--- src/rtl/rx_readout_sched_if.sv ---
// rtl/rx_readout_sched_if.sv - channel-read and sample-RAM write bus of the readout scheduler
`timescale 1ns/1ps
interface rx_readout_sched_if #(parameter int ADDR_W = 13);
  logic [3:0]        rxn_o;
  logic              rd_getI;
  logic              rd_getQ;
  logic              rd_getWB;
  logic [15:0]       rx_din;
  logic              wr_en;
  logic [ADDR_W-1:0] waddr_o;
  logic [15:0]       wdata_o;

  modport master (
    output rxn_o, rd_getI, rd_getQ, rd_getWB, wr_en, waddr_o, wdata_o,
    input  rx_din
  );
  modport slave (
    input  rxn_o, rd_getI, rd_getQ, rd_getWB, wr_en, waddr_o, wdata_o,
    output rx_din
  );
endinterface

--- src/rtl/rx_readout_sched.sv ---
// rtl/rx_readout_sched.sv - per-sample receiver readout scheduler into the double-buffered sample RAM
// Optional timestamp words per buffer half: define RX_SCHED_TICKS_EN.
`timescale 1ns/1ps
module rx_readout_sched #(
  parameter int NRX    = 4,
  parameter int NSAMPS = 256,
  parameter int ADDR_W = 13
) (
  input  logic               adc_clk,
  input  logic               reset,
  input  logic               rx_avail_A,
  input  logic               rx_avail_wb_A,
  input  logic               wb_en,
  input  logic               overrun_clr,
  rx_readout_sched_if.master bus,
  output logic [15:0]        count_o,
  output logic               buf_half_o,
  output logic               buf_ready,
  output logic               overrun
);
`ifdef RX_SCHED_TICKS_EN
  localparam int TICK_WORDS = 3;
`else
  localparam int TICK_WORDS = 0;
`endif
  localparam int HALF_WORDS = 3 * NRX * NSAMPS + TICK_WORDS;

  typedef enum logic [2:0] {IDLE, TICKS, RD_I, RD_Q, RD_P, DONE} state_t;

  state_t            state;
  logic [3:0]        ch;
  logic [ADDR_W-1:0] offset;
  logic [ADDR_W-1:0] base;
  logic [15:0]       wsrc;
  logic              pace;
  logic              reading;

  assign pace    = wb_en ? rx_avail_wb_A : rx_avail_A;
  assign base    = buf_half_o ? ADDR_W'(HALF_WORDS) : '0;
  assign reading = (state == TICKS) || (state == RD_I) || (state == RD_Q) || (state == RD_P);

`ifdef RX_SCHED_TICKS_EN
  logic [47:0] tick_cnt;
  logic [47:0] tick_lat;
  logic [1:0]  tidx;
  logic [15:0] tick_word;

  always_ff @(posedge adc_clk) begin
    if (reset) tick_cnt <= '0;
    else       tick_cnt <= tick_cnt + 48'd1;
  end

  always_comb begin
    case (tidx)
      2'd0:    tick_word = tick_lat[15:0];
      2'd1:    tick_word = tick_lat[31:16];
      default: tick_word = tick_lat[47:32];
    endcase
  end

  assign wsrc = (state == TICKS) ? tick_word : bus.rx_din;
`else
  assign wsrc = bus.rx_din;
`endif

  always_ff @(posedge adc_clk) begin
    if (reset) begin
      state        <= IDLE;
      ch           <= '0;
      offset       <= '0;
      bus.rxn_o    <= '0;
      bus.rd_getI  <= 1'b0;
      bus.rd_getQ  <= 1'b0;
      bus.rd_getWB <= 1'b0;
      bus.wr_en    <= 1'b0;
      bus.waddr_o  <= '0;
      bus.wdata_o  <= '0;
      count_o      <= '0;
      buf_half_o   <= 1'b0;
      buf_ready    <= 1'b0;
      overrun      <= 1'b0;
`ifdef RX_SCHED_TICKS_EN
      tick_lat     <= '0;
      tidx         <= '0;
`endif
    end else begin
      bus.wr_en <= 1'b0;
      buf_ready <= 1'b0;

      // The DONE cycle counts as busy, so only IDLE accepts a strobe.
      if (pace && state != IDLE) overrun <= 1'b1;
      else if (overrun_clr)      overrun <= 1'b0;

      if (reading) begin
        bus.wr_en   <= 1'b1;
        bus.wdata_o <= wsrc;
        bus.waddr_o <= base + offset;
        offset      <= offset + 1'b1;
      end

      case (state)
        IDLE: if (pace) begin
          bus.rd_getWB <= wb_en;
          bus.rxn_o    <= '0;
          ch           <= '0;
          state        <= RD_I;
          bus.rd_getI  <= 1'b1;
`ifdef RX_SCHED_TICKS_EN
          tick_lat <= tick_cnt;
          tidx     <= '0;
          if (count_o == '0) begin
            state       <= TICKS;
            bus.rd_getI <= 1'b0;
          end
`endif
        end
`ifdef RX_SCHED_TICKS_EN
        TICKS: begin
          tidx <= tidx + 2'd1;
          if (tidx == 2'd2) begin
            state       <= RD_I;
            bus.rd_getI <= 1'b1;
          end
        end
`endif
        RD_I: begin
          state       <= RD_Q;
          bus.rd_getI <= 1'b0;
          bus.rd_getQ <= 1'b1;
        end
        RD_Q: begin
          state       <= RD_P;
          bus.rd_getQ <= 1'b0;
        end
        RD_P: begin
          if (ch == 4'(NRX - 1)) begin
            state        <= DONE;
            ch           <= '0;
            bus.rxn_o    <= '0;
            bus.rd_getWB <= 1'b0;
          end else begin
            state       <= RD_I;
            ch          <= ch + 4'd1;
            bus.rxn_o   <= ch + 4'd1;
            bus.rd_getI <= 1'b1;
          end
        end
        DONE: begin
          state <= IDLE;
          if (count_o == 16'(NSAMPS - 1)) begin
            count_o    <= '0;
            offset     <= '0;
            buf_half_o <= ~buf_half_o;
            buf_ready  <= 1'b1;
          end else begin
            count_o <= count_o + 16'd1;
          end
        end
        default: state <= IDLE;
      endcase
    end
  end
endmodule

--- src/flat_wrapper.sv ---
// flat-port wrapper written by rule: the top's interface ports become plain ports
module rx_readout_sched_flat 
#(
  parameter int NRX    = 4,
  parameter int NSAMPS = 256,
  parameter int ADDR_W = 13
)
  (adc_clk, reset, rx_avail_A, rx_avail_wb_A, wb_en, overrun_clr, count_o, buf_half_o, buf_ready, overrun, bus_rxn_o, bus_rd_getI, bus_rd_getQ, bus_rd_getWB, bus_wr_en, bus_waddr_o, bus_wdata_o, bus_rx_din);
  rx_readout_sched_if #(.ADDR_W(ADDR_W)) bus_i ();
  input  logic adc_clk;
  input  logic reset;
  input  logic rx_avail_A;
  input  logic rx_avail_wb_A;
  input  logic wb_en;
  input  logic overrun_clr;
  output logic [15:0] count_o;
  output logic buf_half_o;
  output logic buf_ready;
  output logic overrun;
  output wire logic [$bits(bus_i.rxn_o)-1:0] bus_rxn_o;
  output wire logic [$bits(bus_i.rd_getI)-1:0] bus_rd_getI;
  output wire logic [$bits(bus_i.rd_getQ)-1:0] bus_rd_getQ;
  output wire logic [$bits(bus_i.rd_getWB)-1:0] bus_rd_getWB;
  output wire logic [$bits(bus_i.wr_en)-1:0] bus_wr_en;
  output wire logic [$bits(bus_i.waddr_o)-1:0] bus_waddr_o;
  output wire logic [$bits(bus_i.wdata_o)-1:0] bus_wdata_o;
  input wire logic [$bits(bus_i.rx_din)-1:0] bus_rx_din;
  assign bus_rxn_o = bus_i.rxn_o;
  assign bus_rd_getI = bus_i.rd_getI;
  assign bus_rd_getQ = bus_i.rd_getQ;
  assign bus_rd_getWB = bus_i.rd_getWB;
  assign bus_wr_en = bus_i.wr_en;
  assign bus_waddr_o = bus_i.waddr_o;
  assign bus_wdata_o = bus_i.wdata_o;
  assign bus_i.rx_din = bus_rx_din;
  rx_readout_sched #(.NRX(NRX), .NSAMPS(NSAMPS), .ADDR_W(ADDR_W)) u_core (.adc_clk(adc_clk), .reset(reset), .rx_avail_A(rx_avail_A), .rx_avail_wb_A(rx_avail_wb_A), .wb_en(wb_en), .overrun_clr(overrun_clr), .bus(bus_i), .count_o(count_o), .buf_half_o(buf_half_o), .buf_ready(buf_ready), .overrun(overrun));
endmodule
--- config.mk ---
export PLATFORM = sky130hd
export DESIGN_NAME = rx_readout_sched_flat
export DESIGN_NICKNAME = d
export VERILOG_FILES = /design/src/rtl/rx_readout_sched_if.sv /design/src/rtl/rx_readout_sched.sv /design/src/flat_wrapper.sv
export SDC_FILE = /design/constraint.sdc
export NUM_CORES = 1
export LEC_CHECK = 0
export CORE_ASPECT_RATIO = 1.1
export CORE_UTILIZATION = 49
export CTS_CLUSTER_DIAMETER = 50
export DETAILED_ROUTE_END_ITERATION = 7
export PLACE_DENSITY_LB_ADDON = 0.05
export SLEW_MARGIN = 25
export SYNTH_ARGS = -nofsm -noshare
export SYNTH_HDL_FRONTEND = slang
export SYNTH_SLANG_ARGS = --single-unit
--- constraint.sdc ---
create_clock -name adc_clk -period 2.3 [get_ports adc_clk]
set_clock_uncertainty 0.15 [all_clocks]
set_input_delay 0.345 -clock adc_clk [delete_from_list [all_inputs] [get_ports adc_clk]]
set_output_delay 0.345 -clock adc_clk [all_outputs]
set_load 0.02 [all_outputs]
## Word-level counts from Yosys, hierarchy flattened

Index checks and enable logic that the tools add are counted.

- Reductions and logical operators: 15
- Add/sub/neg operators: 4
- Mux-type cells: 23
- Bitwise operators: 2
- Equal/unequal tests: 10

Operators with widths:

| cell | number |
|---|---|
| $mux 13 | 3 |
| $add 16x1->16 const B | 1 |
| $eq 16x8->1 const B | 1 |
| $mux 16 | 1 |
| $add 13x1->13 const B | 1 |
| $add 13x13->13 | 1 |
| $mux 12 | 1 |
| $pmux 3 s4 | 1 |
| $mux 1 | 9 |
| $mux 4 | 2 |
| $pmux 4 s2 | 1 |
| $eq 3x2->1 const B | 2 |
| $eq 3x3->1 const B | 2 |
| $mux 3 | 2 |
| $reduce_and 3->1 | 2 |
| $reduce_bool 2->1 | 3 |
| $reduce_bool 3->1 | 2 |
| $add 4x1->4 const B | 1 |
| $eq 4x2->1 const B | 1 |
| $ne 2x2->1 const B | 2 |
| $pmux 1 s2 | 2 |
| $reduce_and 2->1 | 2 |
| $eq 3x1->1 const B | 1 |
| $logic_not 3->1 | 1 |
| 6 further kinds | 9 |

- Input port bits: 22
- Word-level logic and storage cells: 67
- Register bits: 72
- Output and inout bits: 56

## Logic depth before layout (Yosys ltp)

Gate-level depths: netlist of the first run.

- Depth in word-level cells: 7
- Depth in mapped cells: 8
- Mapped depth without buffers: 6

## Least setup slack after synthesis of the first run

OpenSTA, ideal clock, no wires.

- Path type: register to register
- Start point: reg u_core.count_o[0]
- End point: reg u_core.offset[11]
- Setup slack: 0.386 ns
- Cell stages (with the launch flop): 8
- Period minus slack after synthesis: 1.914 ns
- Required time: 2.028 ns
- Buffers on the path: 2
- Arrival time: 1.643 ns
- Library setup time: 0.122 ns
- Cells stage by stage: dfxtp_1 ha_1 and4b_1 buf_2 nand4_1 o21ai_2 buf_4 a21oi_1

- Cells in the longest elaborated chain, start to end: 3

Ends and longest elaborated chain:

| item | line | text |
|---|---|---|
| from (decl) | rx_readout_sched.sv:16 | `output logic [15:0] count_o,` |
| from (signal assigned) | rx_readout_sched.sv:156 | `count_o <= count_o + 16'd1;` |
| $eq 16x8->1 | rx_readout_sched.sv:150 | `if (count_o == 16'(NSAMPS - 1)) begin` |
| $mux 13 | rx_readout_sched.sv:150 |  |
| $mux 13 | rx_readout_sched.sv:101 | `case (state)` |
| to (signal assigned) | rx_readout_sched.sv:98 | `offset <= offset + 1'b1;` |
| to (decl) | rx_readout_sched.sv:32 | `logic [ADDR_W-1:0] offset;` |

Every way passes these cells.
A chain may end at the register's enable or synchronous reset.

## Worst setup path in the final report of the first run

- Start point: reg u_core.state[0]
- End point: reg u_core.offset[8]

- Cells in the longest elaborated chain, start to end: 7
- Elaborated cells between the ends (all ways): 11
- Classes of those cells: eq/ne (5); mux (3); reduce/logical (3)

Ends and longest elaborated chain:

| item | line | text |
|---|---|---|
| from (decl) | rx_readout_sched.sv:30 | `state_t state;` |
| from (signal assigned) | rx_readout_sched.sv:68 | `state <= IDLE;` |
| from (signal assigned) | rx_readout_sched.sv:106 | `state <= RD_I;` |
| from (signal assigned) | rx_readout_sched.sv:127 | `state <= RD_Q;` |
| $eq 3x1->1 or $eq 3x2->1 (tied branches) | rx_readout_sched.sv:40 | `assign reading = (state == TICKS) \|\| (state == RD_I) \|\| (state == RD_Q) \|\| (state == RD_P);` |
| $logic_or 1x1->1 (3 in a row) | rx_readout_sched.sv:40 |  |
| $mux 13 | rx_readout_sched.sv:94 | `if (reading) begin` |
| $mux 13 | rx_readout_sched.sv:150 |  |
| $mux 13 (*) | rx_readout_sched.sv:101 |  |

Every way passes the cells marked *; elsewhere a longest branch is shown, timed or not.

==> results of run 1 <==
==> layout by cell type, fill, tap and decap left out, types with 5 or more instances in the layout <==
master           count
or3_1                5
dfxtp_1             72
nand2_1             70
nand3_1             11
a21oi_1             45
clkdlybuf4s50_1     76
nand4_1             16
clkbuf_8            10
nor4_1               7
nor3_1               7
xor2_1               7
inv_1                7
o21ai_0             10
nor2_1              33
xnor2_1             12
==> report_power, final <==
| group | switching [mW] | total [mW] | leakage (nW) | internal [mW] |
|---|---|---|---|---|
| clock network | 0.472 | 1.11 | 0.106 | 0.639 |
| logic | 0.182 | 0.329 | 0.745 | 0.147 |
| registers | 0.0363 | 1.33 | 0.584 | 1.29 |
==> state kept, by name, summed over array words and instances (netlist names) <==
register	cells
u_core.bus.wdata_o	16
u_core.overrun	1
u_core.bus.rd_getI	1
u_core.buf_ready	1
u_core.bus.rd_getWB	1
u_core.offset	13
u_core.buf_half_o	1
u_core.bus.waddr_o	13
u_core.count_o	16
u_core.bus.rxn_o	4
u_core.bus.wr_en	1
u_core.state	3
u_core.bus.rd_getQ	1
==> worst max-delay path: stages (launching register included) <==
cell and delay, ns:
dfxtp_1 0.62, and4b_1 0.36, nand4_1 0.21, o21ai_2 0.17, buf_4 0.30, a21oi_1 0.09
==> layout make-up <==
type                            instances  area (µm²)
Fill cell                             540        2060
Multi-Input combinational cell        268        1510
Sequential cell                        72        1440
Timing Repair Buffer                   81         796
Clock buffer                           11         141
Tap cell                               80         100
Clock inverter                          5        80.1
Inverter                                7        26.3
==> Yosys cell counts, types with 5 or more instances <==
cell,count
nand2_1,70
buf_2,7
nor2_1,33
or3_1,5
inv_1,7
xnor2_1,12
nor4_1,7
xor2_1,7
nor3_1,7
clkbuf_1,9
a21oi_1,45
o21ai_0,10
nand3_1,11
dfxtp_1,72
nand4_1,16
==> path summary, 6_finish.rpt <==
kind | startpoint | endpoint | slack, ns | cells past startpoint
hold / removal | reset | u_core.overrun$_SDFFE_PP0P_ | 0.21 | 2
setup reg to reg | u_core.state[0]$_SDFFE_PP0P_ | u_core.offset[8]$_SDFF_PP0_ | 0.26 | 5
hold reg to reg | u_core.bus.wdata_o[5]$_SDFFE_PP0N_ | u_core.bus.wdata_o[5]$_SDFFE_PP0N_ | 0.30 | 2
setup / recovery | u_core.state[0]$_SDFFE_PP0P_ | u_core.offset[8]$_SDFF_PP0_ | 0.26 | 5
==> per-layer routing <==
layer	track usage, %	vias up	wire length (µm)
li1	-	1409	-
met1	25.4	1280	3070
met2	37.0	68	3130
met3	4.79	9	372
met4	10.3	0	97
met5	0	-	0
==> cell families after synthesis <==
| logic type | synth area share [%] |
|---|---|
| flip-flops | 46.3 |
| AO/OA/AOI/OAI | 11.7 |
| adder cells (fa/ha/maj) | 2.25 |
| multiplexers | 1.01 |
| buffers and inverters | 5.23 |
| XOR/XNOR | 5.35 |
| AND/OR/NAND/NOR | 28.1 |
==> stage by stage <==
step | utilization, % | total power [mW] | hold slack, ns | cells | instance area [µm²]
3_3_place_gp | 62.9 | 1.69 | 0.289 | 508 | 3870
2_1_floorplan | - | 1.57 | 0.295 | 370 | 3110
5_1_grt | 66.5 | 2.88 | 0.228 | 524 | 4090
3_5_place_dp | 62.9 | 1.69 | 0.297 | 508 | 3870
6_report | 66.5 | 2.77 | 0.212 | 524 | 4090
4_1_cts | 66.5 | 2.79 | 0.204 | 524 | 4090
==> results.yml, run 1 <==
status:
  status: "finished clean"
route:
  wl_per_cell_um: 12.7
  dr.pass1.iters: 4
  antenna_left: 0
  avgViaCountPerCell: 5.28
  drt_iter0_drc: 101
  vias: 2766
  wirelength_um: 6660
  drc: 0
timing:
  hold_viol: 0
  slew-limit-headroom_pct: 66.8
  drv_slew: 0
  tightest_slew_ns: 0.497
  setup_viol: 0
  fin_crit_sh_pct: 88.6
  layout_setup_ws_ns: 0.262
  fmax_mhz: 491
  rsz0062_at_grt: "no"
  period_minus_slack_ns: 2.04
  fin_tns_setup_ns: 0
grt:
  grt_usage_pct: 21.5
  overflow: 0
  grt_max_degree: 32
  grt_pass1_vias: 2546
  antenna_found_initial: 0
  grt_pass1_wl_um: 11400
placement:
  pre_cts_slack_ns: 0.297
  place_hpwl_um: 4550
  routabilityCongestion: 0.825
  io_buffers: 77
clocking:
  cts_tree: "built"
  insertion_delay_ns: 0.34
  post-cts-setup-buffers: 0
  htree_levels: 3
  cts.sinks: 72
  root_buffer: "clkbuf_8"
  clockBufferDepth: 2
  cts_hold_buf: 0
  path_clk_slew_ns: 0.08
  cts_made_buffers: 9
  cts_repair_resize_count: 0
finish:
  area.growth.synth_to_final_pct: 31.5
  layout.nets: 466
  diodes: 0
  drive_gt1_share_pct: 6.53
logic_synthesis:
  synth_edf_count: 0
  seq_area_frac_synth_pct: 46.3
  avgSynthCellArea_um2: 8.41
  syn_inst: 370
  ys_warn_count: 0
  ys_ff_latch: 72
  synth_area_leader_cell: "dfxtp_1"
  syn_nets: 397
  synth_cell_types: 43
  async_flop_share_pct: 0
  yosysTopAreaCellShare_pct: 46.3
  syn_area_um2: 3110
  synth.area.top_cells: "dfxtp_1 (46%), nand2_1 (8.4%), a21oi_1 (7.2%)"
  synth-main-ff-cell: "dfxtp_1"
die:
  dieHeight_um: 85.6
  start_util_pct: 50.5
  io_pins: 78
  rows: 30
  fp.coreArea_um2: 6160
  dieArea_um2: 6670
  die_width_um: 78.0
worst_setup_path:
  crit_required_ns: 2.36
  setup.worst_path.class: "flop to flop"
  crit_fanout: 26
  crit_path_end_kind: "flop"
  cp-start-kind: "flop"
  arrival_ns: 2.10
pwr:
  p_leak_nw: 1.44
  powerDensity_nw_per_um2: 677
  vdd_drop_max_v: 0.000324
min_path:
  min_path_type: "input port to flop"
run:
  max-cap-violations: 0
Note: power is estimated with default switching activity, not from simulation.
==> run 2: changes to the inputs <==
--- a/config.mk
+++ b/config.mk
@@ -5,8 +5,9 @@
 export SDC_FILE = /design/constraint.sdc
 export NUM_CORES = 1
 export LEC_CHECK = 0
+export CAP_MARGIN = 20
 export CORE_ASPECT_RATIO = 1.1
-export CORE_UTILIZATION = 49
+export CORE_UTILIZATION = 50
 export CTS_CLUSTER_DIAMETER = 50
 export DETAILED_ROUTE_END_ITERATION = 7
 export PLACE_DENSITY_LB_ADDON = 0.05
==> constraint.sdc (replaced) <==
create_clock -name adc_clk -period 2.38 [get_ports adc_clk]
set_clock_uncertainty 0.15 [all_clocks]
set_input_delay 0.357 -clock adc_clk [delete_from_list [all_inputs] [get_ports adc_clk]]
set_output_delay 0.357 -clock adc_clk [all_outputs]
set_load 0.02 [all_outputs]
==> run 2 against run 1 <==
Effect of this change:
- clock-buffer cell count did not move
- die area fell by 2.0%
- global-route usage rose by 0.37 points
- cell area rose by 1.7%
- hold slack improved by 0.094 ns
- sequential power fell by 3%
- register-to-register slack improved by 0.08 ns
- critical endpoint is now u_core.offset[3]$_SDFF_PP0_
- largest power group unchanged
==> results.yml, run 2 (synthesis results as in run 1) <==
timing:
  setup_viol: 0
  slew-limit-headroom_pct: 64.2
  fin_crit_sh_pct: 85.7
  fin_tns_setup_ns: 0
  hold_ws_ns: 0.307
  period_minus_slack_ns: 2.04
  tightest_slew_ns: 0.537
  fmax_mhz: 490
  rsz0062_at_grt: "no"
  hold_viol: 0
  drv_slew: 0
clocking:
  cts.sinks: 72
  cts_made_buffers: 9
  root_buffer: "clkbuf_8"
  cts_repair_resize_count: 0
  htree_levels: 3
  cts_tree: "built"
  clockBufferDepth: 2
  post-cts-setup-buffers: 0
  insertion_delay_ns: 0.34
  cts_hold_buf: 0
  path_clk_slew_ns: 0.07
finish:
  layout.nets: 467
  drive_gt1_share_pct: 6.52
  final_util_pct: 70.8
  fillCellCount: 511
  seqCellArea_um2: 1440
  area.growth.synth_to_final_pct: 33.7
  diodes: 0
  largestRegisters: "u_core.bus.wdata_o x16, u_core.count_o x16"
  multi_input_area_um2: 1510
  final_common_cell: "clkdlybuf4s50_1"
  mostFrequentLayoutCells: "clkdlybuf4s50_1 (77), dfxtp_1 (72), nand2_1 (70)"
worst_setup_path:
  crit_required_ns: 2.46
  path_cells: "and4b_1 -> nand4_1 -> o21ai_2 -> buf_4 -> nor2_1"
  path_buf_inv: 1
  cp-start-kind: "flop"
  cp_slowest_stage_delay_ns: 0.66
  arrival_ns: 2.12
  setup.worst_path.class: "flop to flop"
  crit_path_end_kind: "flop"
  crit_fanout: 17
  crit_family: "simple AND/OR/NAND/NOR gates"
  r2r_setup_slack_ns: 0.34
  slowest_stage: "dfxtp_1"
die:
  io_pins: 78
  rows: 29
  dieHeight_um: 84.7
  fp.coreArea_um2: 5880
  dieArea_um2: 6540
  die_width_um: 77.2
  start_util_pct: 52.9
route:
  wirelength_um: 6730
  drc: 0
  vias: 2774
  wl_per_cell_um: 12.9
  antenna_left: 0
  avgViaCountPerCell: 5.31
  dr.pass1.iters: 4
  drt_iter0_drc: 126
status:
  status: "finished clean"
grt:
  grt_max_degree: 32
  overflow: 0
  grt_pass1_vias: 2551
  grt_pass1_wl_um: 11500
  grt_usage_pct: 21.8
  antenna_found_initial: 0
pwr:
  vdd_drop_max_v: 0.000354
  powerDensity_nw_per_um2: 694
  power_mw: 2.89
  p_leak_nw: 1.47
placement:
  io_buffers: 77
  place_hpwl_um: 4620
  routabilityCongestion: 0.812
min_path:
  min_path_type: "flop to flop"
run:
  max-cap-violations: 0
## run 2: worst min-delay path: stages (launching register included)
cell and delay [ns]:
dfxtp_1 0.31, nand2_1 0.05, a21oi_1 0.05
## run 2: power by group
group / switching, mW / total [mW] / internal [mW]
sequential: 0.0365 / 1.29 / 1.25
clock: 0.444 / 1.28 / 0.832
combinational: 0.177 / 0.328 / 0.151
total: 0.657 / 2.89 / 2.23
## run 2: path summary, 6_finish.rpt
path	startpoint	endpoint	cells past startpoint
worst max register to register	u_core.state[2]$_SDFFE_PP0P_	u_core.offset[3]$_SDFF_PP0_	5
worst min-delay path	u_core.bus.wdata_o[11]$_SDFFE_PP0N_	u_core.bus.wdata_o[11]$_SDFFE_PP0N_	2
worst min register to register	u_core.bus.wdata_o[11]$_SDFFE_PP0N_	u_core.bus.wdata_o[11]$_SDFFE_PP0N_	2
worst max-delay path	u_core.state[2]$_SDFFE_PP0P_	u_core.offset[3]$_SDFF_PP0_	5
## run 2: area by class of cell
type                    count  share of cell area [%]
well taps                  77                    2.32
inverters                   7                   0.632
clock buffers              11                    3.40
multi-input cells         268                    36.2
flip-flops and latches     72                    34.6
repair buffers             82                    19.7
clock inverters             5                    3.07
## run 2: routing by layer
layer,vias up,track usage (%),share of wire [%]
met1,1261,28.7,49
met5,-,0,0
met2,87,34.2,43
li1,1414,-,-
met3,12,3.80,5.7
met4,0,11.7,1.9
## run 2: metrics by stage
step | area (µm²) | worst slack [ns] | instances
finish | 4160 | 0.339 | 522
global route | 4160 | 0.152 | 522
CTS | 4160 | 0.309 | 522
detailed placement | 3890 | 0.351 | 506
global placement | 3890 | 0.386 | 506
floorplan | 3110 | 0.466 | 370
